==> config.mk <==
export PLATFORM = sky130hd
export DESIGN_NAME = stopwatch_core
export DESIGN_NICKNAME = d
export VERILOG_FILES = /design/src/rtl/stopwatch_core.sv
export SDC_FILE = /design/constraint.sdc
export NUM_CORES = 1
export LEC_CHECK = 0
export ABC_AREA = 1
export CAP_MARGIN = 20
export CORE_AREA = 2 2 42 82
export DETAILED_ROUTE_END_ITERATION = 10
export DIE_AREA = 0 0 44 84
export HOLD_SLACK_MARGIN = 0.06
export PLACE_DENSITY = 0.81
export SLEW_MARGIN = 0
export SYNTH_ARGS = -nofsm -noshare
export SYNTH_HDL_FRONTEND = slang
export SYNTH_SLANG_ARGS = --single-unit
==> constraint.sdc <==
create_clock -name clk -period 1.2 [get_ports clk]
set_input_delay 0.3 -clock clk [delete_from_list [all_inputs] [get_ports clk]]
set_output_delay 0.3 -clock clk [all_outputs]
set_load 0.05 [all_outputs]
==> src/rtl/stopwatch_core.sv <==
// ---------------------------------------------------------------------------
// stopwatch_core
// MM:SS stopwatch with pause/run toggle from a raw push button, an adjust
// mode that bumps the selected field at the adjust rate, and a synchronous
// clear. All timing comes from one-cycle tick pulses generated elsewhere.
//
// Parameters
//   SYNC_STAGES  flops in the pause_btn synchronizer (legal range 2..4)
//
// Ports
//   clk        system clock, rising edge
//   rst        asynchronous reset, active low
//   tick_1hz   count pulse (RUN)
//   tick_2hz   blink pulse (ADJUST)
//   tick_adj   adjust-rate pulse (ADJUST)
//   pause_btn  raw asynchronous button, high = pressed
//   adj        1 = adjust mode requested (synchronous level)
//   sel        0 = adjust minutes, 1 = adjust seconds (synchronous level)
//   clear      1 = zero the time this edge (synchronous level)
//   min_tens, min_ones, sec_tens, sec_ones   registered BCD digits
//   running    registered, 1 only while in RUN
//   blink      registered blanking phase for the selected field in ADJUST
// ---------------------------------------------------------------------------
module stopwatch_core #(
  parameter int SYNC_STAGES = 2
) (
  input  logic       clk,
  input  logic       rst,
  input  logic       tick_1hz,
  input  logic       tick_2hz,
  input  logic       tick_adj,
  input  logic       pause_btn,
  input  logic       adj,
  input  logic       sel,
  input  logic       clear,
  output logic [3:0] min_tens,
  output logic [3:0] min_ones,
  output logic [3:0] sec_tens,
  output logic [3:0] sec_ones,
  output logic       running,
  output logic       blink
);

  typedef enum logic [1:0] {
    ST_PAUSE  = 2'd0,
    ST_RUN    = 2'd1,
    ST_ADJUST = 2'd2
  } state_t;

  state_t                 r_state;
  logic                   r_running;
  logic                   r_blink;
  logic [SYNC_STAGES-1:0] r_sync;
  logic                   r_sync_prev;
  logic [3:0]             r_min_tens, r_min_ones, r_sec_tens, r_sec_ones;

  logic                   w_pause_pulse;
  logic                   w_sec_wrap;
  logic [7:0]             w_sec_next;
  logic [7:0]             w_min_next;

  // Two-digit BCD increment modulo 60 (59 -> 00).
  function automatic logic [7:0] bcd_inc60(input logic [3:0] tens,
                                           input logic [3:0] ones);
    if (ones != 4'd9)      return {tens, ones + 4'd1};
    else if (tens != 4'd5) return {tens + 4'd1, 4'd0};
    else                   return 8'h00;
  endfunction

  // -------------------------------------------------------------------------
  // Button synchronizer and rising-edge detector
  // -------------------------------------------------------------------------
  // NOTE: sequential state uses non-blocking assignments so every flop
  // samples the pre-edge value of its neighbours, which is what makes the
  // shift chain a chain rather than a single wire.
  always_ff @(posedge clk or negedge rst) begin
    if (!rst) begin
      r_sync      <= '0;
      r_sync_prev <= 1'b0;
    end else begin
      r_sync      <= {r_sync[SYNC_STAGES-2:0], pause_btn};
      r_sync_prev <= r_sync[SYNC_STAGES-1];
    end
  end

  // One cycle per press, however long the button is held.
  assign w_pause_pulse = r_sync[SYNC_STAGES-1] & ~r_sync_prev;

  // -------------------------------------------------------------------------
  // Mode FSM with registered running/blink
  // -------------------------------------------------------------------------
  always_ff @(posedge clk or negedge rst) begin
    if (!rst) begin
      r_state   <= ST_PAUSE;
      r_running <= 1'b0;
      r_blink   <= 1'b0;
    end else if (adj) begin
      // Adjust request wins over everything; a press here is dropped.
      r_state   <= ST_ADJUST;
      r_running <= 1'b0;
      // Only toggle once already in ADJUST, so blink starts from 0 on entry.
      if (r_state == ST_ADJUST && tick_2hz) r_blink <= ~r_blink;
    end else begin
      r_blink <= 1'b0;
      case (r_state)
        ST_PAUSE: begin
          if (w_pause_pulse) begin
            r_state   <= ST_RUN;
            r_running <= 1'b1;
          end
        end
        ST_RUN: begin
          if (w_pause_pulse) begin
            r_state   <= ST_PAUSE;
            r_running <= 1'b0;
          end
        end
        default: begin
          r_state   <= ST_PAUSE;
          r_running <= 1'b0;
        end
      endcase
    end
  end

  // -------------------------------------------------------------------------
  // Time digits. Ticks act on the state held before this edge.
  // -------------------------------------------------------------------------
  assign w_sec_next = bcd_inc60(r_sec_tens, r_sec_ones);
  assign w_min_next = bcd_inc60(r_min_tens, r_min_ones);
  assign w_sec_wrap = (r_sec_tens == 4'd5) && (r_sec_ones == 4'd9);

  always_ff @(posedge clk or negedge rst) begin
    if (!rst) begin
      r_min_tens <= 4'd0;
      r_min_ones <= 4'd0;
      r_sec_tens <= 4'd0;
      r_sec_ones <= 4'd0;
    end else if (clear) begin
      r_min_tens <= 4'd0;
      r_min_ones <= 4'd0;
      r_sec_tens <= 4'd0;
      r_sec_ones <= 4'd0;
    end else if (r_state == ST_RUN && tick_1hz) begin
      {r_sec_tens, r_sec_ones} <= w_sec_next;
      if (w_sec_wrap) {r_min_tens, r_min_ones} <= w_min_next;
    end else if (r_state == ST_ADJUST && tick_adj) begin
      // Field-local wrap: no carry between minutes and seconds here.
      if (sel) {r_sec_tens, r_sec_ones} <= w_sec_next;
      else     {r_min_tens, r_min_ones} <= w_min_next;
    end
  end

  assign min_tens = r_min_tens;
  assign min_ones = r_min_ones;
  assign sec_tens = r_sec_tens;
  assign sec_ones = r_sec_ones;
  assign running  = r_running;
  assign blink    = r_blink;

endmodule
==> qor.log, run 1 <==
[clock_network] number of clock sinks 22
[worst_setup_path] capturing instance or port of the critical path min_tens[3]
[clock_network] clock transition at the register clock pins on the worst setup and hold paths after CTS 90 ps
[synthesis] warning count from the yosys run 0
[synthesis] distinct cell type count after synthesis 26
[drt] count of antenna-violating nets left after detailed routing 0
[sta] Setup violations, final 31
[grt] global-route total usage across every layer 0.283
[worst_setup_path] type of origin of the critical path register
[floorplanning] Placeable Area 3120 sq um
[power] Comb power frac 0.372
[sta] Period minus WS final 1410 ps
[finish] leading cell type in the layout, fill and taps excluded sky130_fd_sc_hd__buf_4
[finish] cell area after layout 2580 sq um
[synthesis] portion of the post-synthesis area used by sequential elements 0.407
[grt] gr ovfl total 0
[grt] pin count of the biggest net entering global routing 23
[drt] Via Count 1568
[floorplanning] number of primary I/O pins 27
[sta] post-route fraction of the period consumed by the critical path 1.17
[drt] average detailed-routed wire length per instance 16.8 microns
[grt] initial antenna violation count 0
[power] maximum VDD drop 0.773 mV
[power] portion of total power attributed to sequential cells 0.339
[run_status] failing checks setup timing
[sta] headroom to the max-slew limit 0.813
[clock_network] level count of the clock H-tree 1
[synthesis] post-synth top area share 0.407
[sta] setup repair after global routing missed its margin true
[worst_hold_path] worst min-delay path class reg -> reg
[worst_setup_path] r2r endpoint min_tens[3]
[floorplanning] chip height 84 microns
[finish] Ant. Diodes 0
[power] net switching share of the total power 0.306
[finish] number of nets in the layout 274
[power] switching power of the nets 749 uW
[floorplanning] initial cell density of the core 0.434
[place] Inst Count DP 253
[finish] proportion of layout cells with a drive suffix above 1 0.566
[synthesis] count of mapped cells out of synthesis 169
[sta] final-report hold violation count 0
[finish] highest-count cells in the layout ignoring fill and taps 39 x sky130_fd_sc_hd__buf_4, 30 x sky130_fd_sc_hd__nand2_1, 19 x sky130_fd_sc_hd__buf_12
[power] total power density per cell area 949 nW/um^2
[worst_setup_path] data arrival time of the critical path 1570 ps
[worst_setup_path] Critical path origin sec_ones[1]
[worst_hold_path] cell depth of the worst min-delay path 0
[synthesis] synthesis-stage register bit count 22
[worst_setup_path] category of the worst setup path capture point register
[flow_run] max-cap viol count 0
[worst_setup_path] highest net fanout along the worst path 5
[clock_network] buffers from clock root to sink, at most 2
[synthesis] syn_nets 186
[run_status] result of the run complete, but fails checks
[floorplanning] floorplan row count 29
[drt] number of design rule violations left after detail routing 0
[synthesis] top post-synthesis cells by area sky130_fd_sc_hd__dfrtp_1 41%, sky130_fd_sc_hd__nand2_1 12%, sky130_fd_sc_hd__nand3_1 8.5%
[worst_setup_path] r2r worst-path depth 9
[place] Placed Area 2090 sq um
[floorplanning] floorplan die width 44 microns
[clock_network] CTS tree built
[clock_network] clock insertion delay at the later pin of the skew report 270 ps
[worst_setup_path] source of the worst register-to-register timing path sec_ones[1]
[finish] Layout fillers 167
[grt] first-pass GRT wire length 7780 microns
[sta] Achievable Freq 711 MHz
[synthesis] mean cell area of the mapped netlist 8.01 sq um
[power] total internal power 1700 uW
[worst_setup_path] register-to-register path setup slack -210 ps
[clock_network] Root Buffer sky130_fd_sc_hd__clkbuf_8
[drt] Total Routed Length 4810 microns
[finish] post-layout instance count excluding filler cells 287
[sta] setup skew after layout 4.71 ps
[finish] Area Growth Syn to Fin 90.8%
[power] leak pwr 0.00122 uW
[place] dpl hpwl 2520 microns
[sta] slew at the pin closest to its max-slew limit 278 ps
[grt] via count of the first global-routing pass 1646
[sta] PnR worst setup slack -206 ps
[worst_setup_path] data required time at the worst endpoint 1360 ps
[synthesis] netlist area before placement 1350 sq um
[finish] register area 566 sq um
[drt] Detailed Routing Iterations Pass 1 4
[clock_network] CTS buffer count 3
[place] input/output buffers 26
[drt] Detailed Route Iter0 Violations 72
[place] placer congestion estimate 0.852
[floorplanning] die footprint 3700 sq um
[worst_setup_path] category of the most critical setup path reg -> reg
[sta] worst hold slack across all endpoints 357 ps
[power] Clk pwr share 0.289
[finish] area occupied by multi-input gates 881 sq um
[synthesis] post-synthesis cell type with the largest combined area sky130_fd_sc_hd__dfrtp_1
[sta] post-route setup TNS -3800 ps
[sta] Slew Limit Fails 0
[drt] via/cell ratio 5.46
[state kept, by name, summed over array words and instances (netlist names)]
register and flops:
sec_ones 4, r_sync 2, r_state 2, r_sync_prev 1, blink 1, min_ones 4
min_tens 4, sec_tens 4
[final cells by class]
type / count / share of cell area
clock inverters: 1 / 0.0116
repair buffers: 84 / 0.370
well taps: 31 / 0.0150
clock buffers: 3 / 0.0160
inverters: 19 / 0.0276
flip-flops and latches: 22 / 0.219
multi-input cells: 127 / 0.341
[critical path, stage by stage, from the launching register on]
cell,delay (ps)
sky130_fd_sc_hd__dfrtp_2,420
sky130_fd_sc_hd__inv_2,80
sky130_fd_sc_hd__ha_4,150
sky130_fd_sc_hd__nand2_4,50
sky130_fd_sc_hd__nor2_4,170
sky130_fd_sc_hd__nand3_4,110
sky130_fd_sc_hd__nand2_4,120
sky130_fd_sc_hd__nand2_4,80
sky130_fd_sc_hd__nand2_2,70
sky130_fd_sc_hd__nand2_2,50
[cell families (layout without fill, tap and decap cells)]
family                     count (synthesis)  after routing  share of synthesized area
and+or+nand+nor                          104            105                      0.383
muxes                                      1              1                    0.00739
adders and majority gates                  8              8                     0.0739
AOI/OAI and AO/OA                          9              9                     0.0425
xor gates and xnor gates                   4              4                     0.0259
DFF                                       22             22                      0.407
buffers and inverters                     21            107                     0.0610
[routing by layer]
layer / routed length [microns] / GRT usage / share of wire
met5: 0 / 0 / 0
met3: 171 / 0.0238 / 0.036
met4: 276 / 0.163 / 0.057
met2: 2770 / 0.492 / 0.58
met1: 1590 / 0.317 / 0.33
[cell usage after synthesis]
cell type                  number
sky130_fd_sc_hd__o21ai_0        1
sky130_fd_sc_hd__nand2_1       43
sky130_fd_sc_hd__inv_2          4
sky130_fd_sc_hd__nor2_2         1
sky130_fd_sc_hd__nand2_4        5
sky130_fd_sc_hd__mux2i_1        1
sky130_fd_sc_hd__nand3_2        3
sky130_fd_sc_hd__or2_0          1
sky130_fd_sc_hd__xor2_1         2
sky130_fd_sc_hd__clkbuf_1       1
sky130_fd_sc_hd__nor4_1         1
sky130_fd_sc_hd__xnor2_1        2
sky130_fd_sc_hd__nand4_1        5
sky130_fd_sc_hd__a21oi_1        2
sky130_fd_sc_hd__o22ai_1        1
sky130_fd_sc_hd__dfrtp_1       22
sky130_fd_sc_hd__a21oi_4        1
sky130_fd_sc_hd__nor3_1         3
sky130_fd_sc_hd__buf_4          1
sky130_fd_sc_hd__nand3_1       23
sky130_fd_sc_hd__nand2_2        2
sky130_fd_sc_hd__inv_1         15
sky130_fd_sc_hd__ha_1           8
sky130_fd_sc_hd__o21ai_1        4
sky130_fd_sc_hd__nand3_4        1
sky130_fd_sc_hd__nor2_1        16
[how the worst min path moves through the flow]
stage / start / endpoint / slack (ps)
floorplan: rst / blink / 4
global placement: r_sync[0] / r_sync[1] / 340
detailed placement: r_sync[0] / r_sync[1] / 340
CTS: r_sync[0] / r_sync[1] / 360
global route: r_sync[0] / r_sync[1] / 380
finish: r_sync[0] / r_sync[1] / 360
[stage by stage]
stage / total power, uW / setup WS [ps] / utilization
after global routing: 2530 / -288 / 0.828
after detailed placement: 1540 / -412 / 0.669
after global placement: 1530 / -373 / 0.669
after CTS: 2360 / -178 / 0.784
final: 2450 / -206 / 0.828
after floorplan: 1170 / -262 / -
[what timing repair did]
| item | in CTS | in global routing |
|---|---|---|
| cloned | 1 | 0 |
| endpoints found under the setup margin | 32 | 31 |
| buffers inserted | 22 | 9 |
| pin swaps | 15 | 18 |
| hold buffers | 0 | 0 |
| resized for setup | 37 | 25 |
[power groups by stage]
| stage | Clock, uW | Combinational [uW] | Sequential [uW] |
|---|---|---|---|
| finish | 708 | 912 | 831 |
| detailed placement | 0 | 701 | 841 |
| global placement | 0 | 691 | 838 |
| floorplan | 0 | 179 | 992 |
| global route | 732 | 963 | 835 |
| CTS | 715 | 812 | 828 |
Note: power is estimated with default switching activity, not from simulation.
==> inputs of run 2 (changes only) <==
--- a/config.mk
+++ b/config.mk
@@ -10,6 +10,7 @@
 export CORE_AREA = 2 2 42 82
 export DETAILED_ROUTE_END_ITERATION = 10
 export DIE_AREA = 0 0 44 84
+export GPL_ROUTABILITY_DRIVEN = 0
 export HOLD_SLACK_MARGIN = 0.06
 export PLACE_DENSITY = 0.81
 export SLEW_MARGIN = 0
==> results of run 2 <==
No change in the layout: final DEF, timing and power equal those of run 1.
==> inputs of run 3 (changes only) <==
--- a/config.mk
+++ b/config.mk
@@ -11,7 +11,6 @@
 export DETAILED_ROUTE_END_ITERATION = 10
 export DIE_AREA = 0 0 44 84
 export GPL_ROUTABILITY_DRIVEN = 0
-export HOLD_SLACK_MARGIN = 0.06
 export PLACE_DENSITY = 0.81
 export SLEW_MARGIN = 0
 export SYNTH_ARGS = -nofsm -noshare
==> results of run 3 <==
No change in the layout: final DEF, timing and power equal those of run 1.
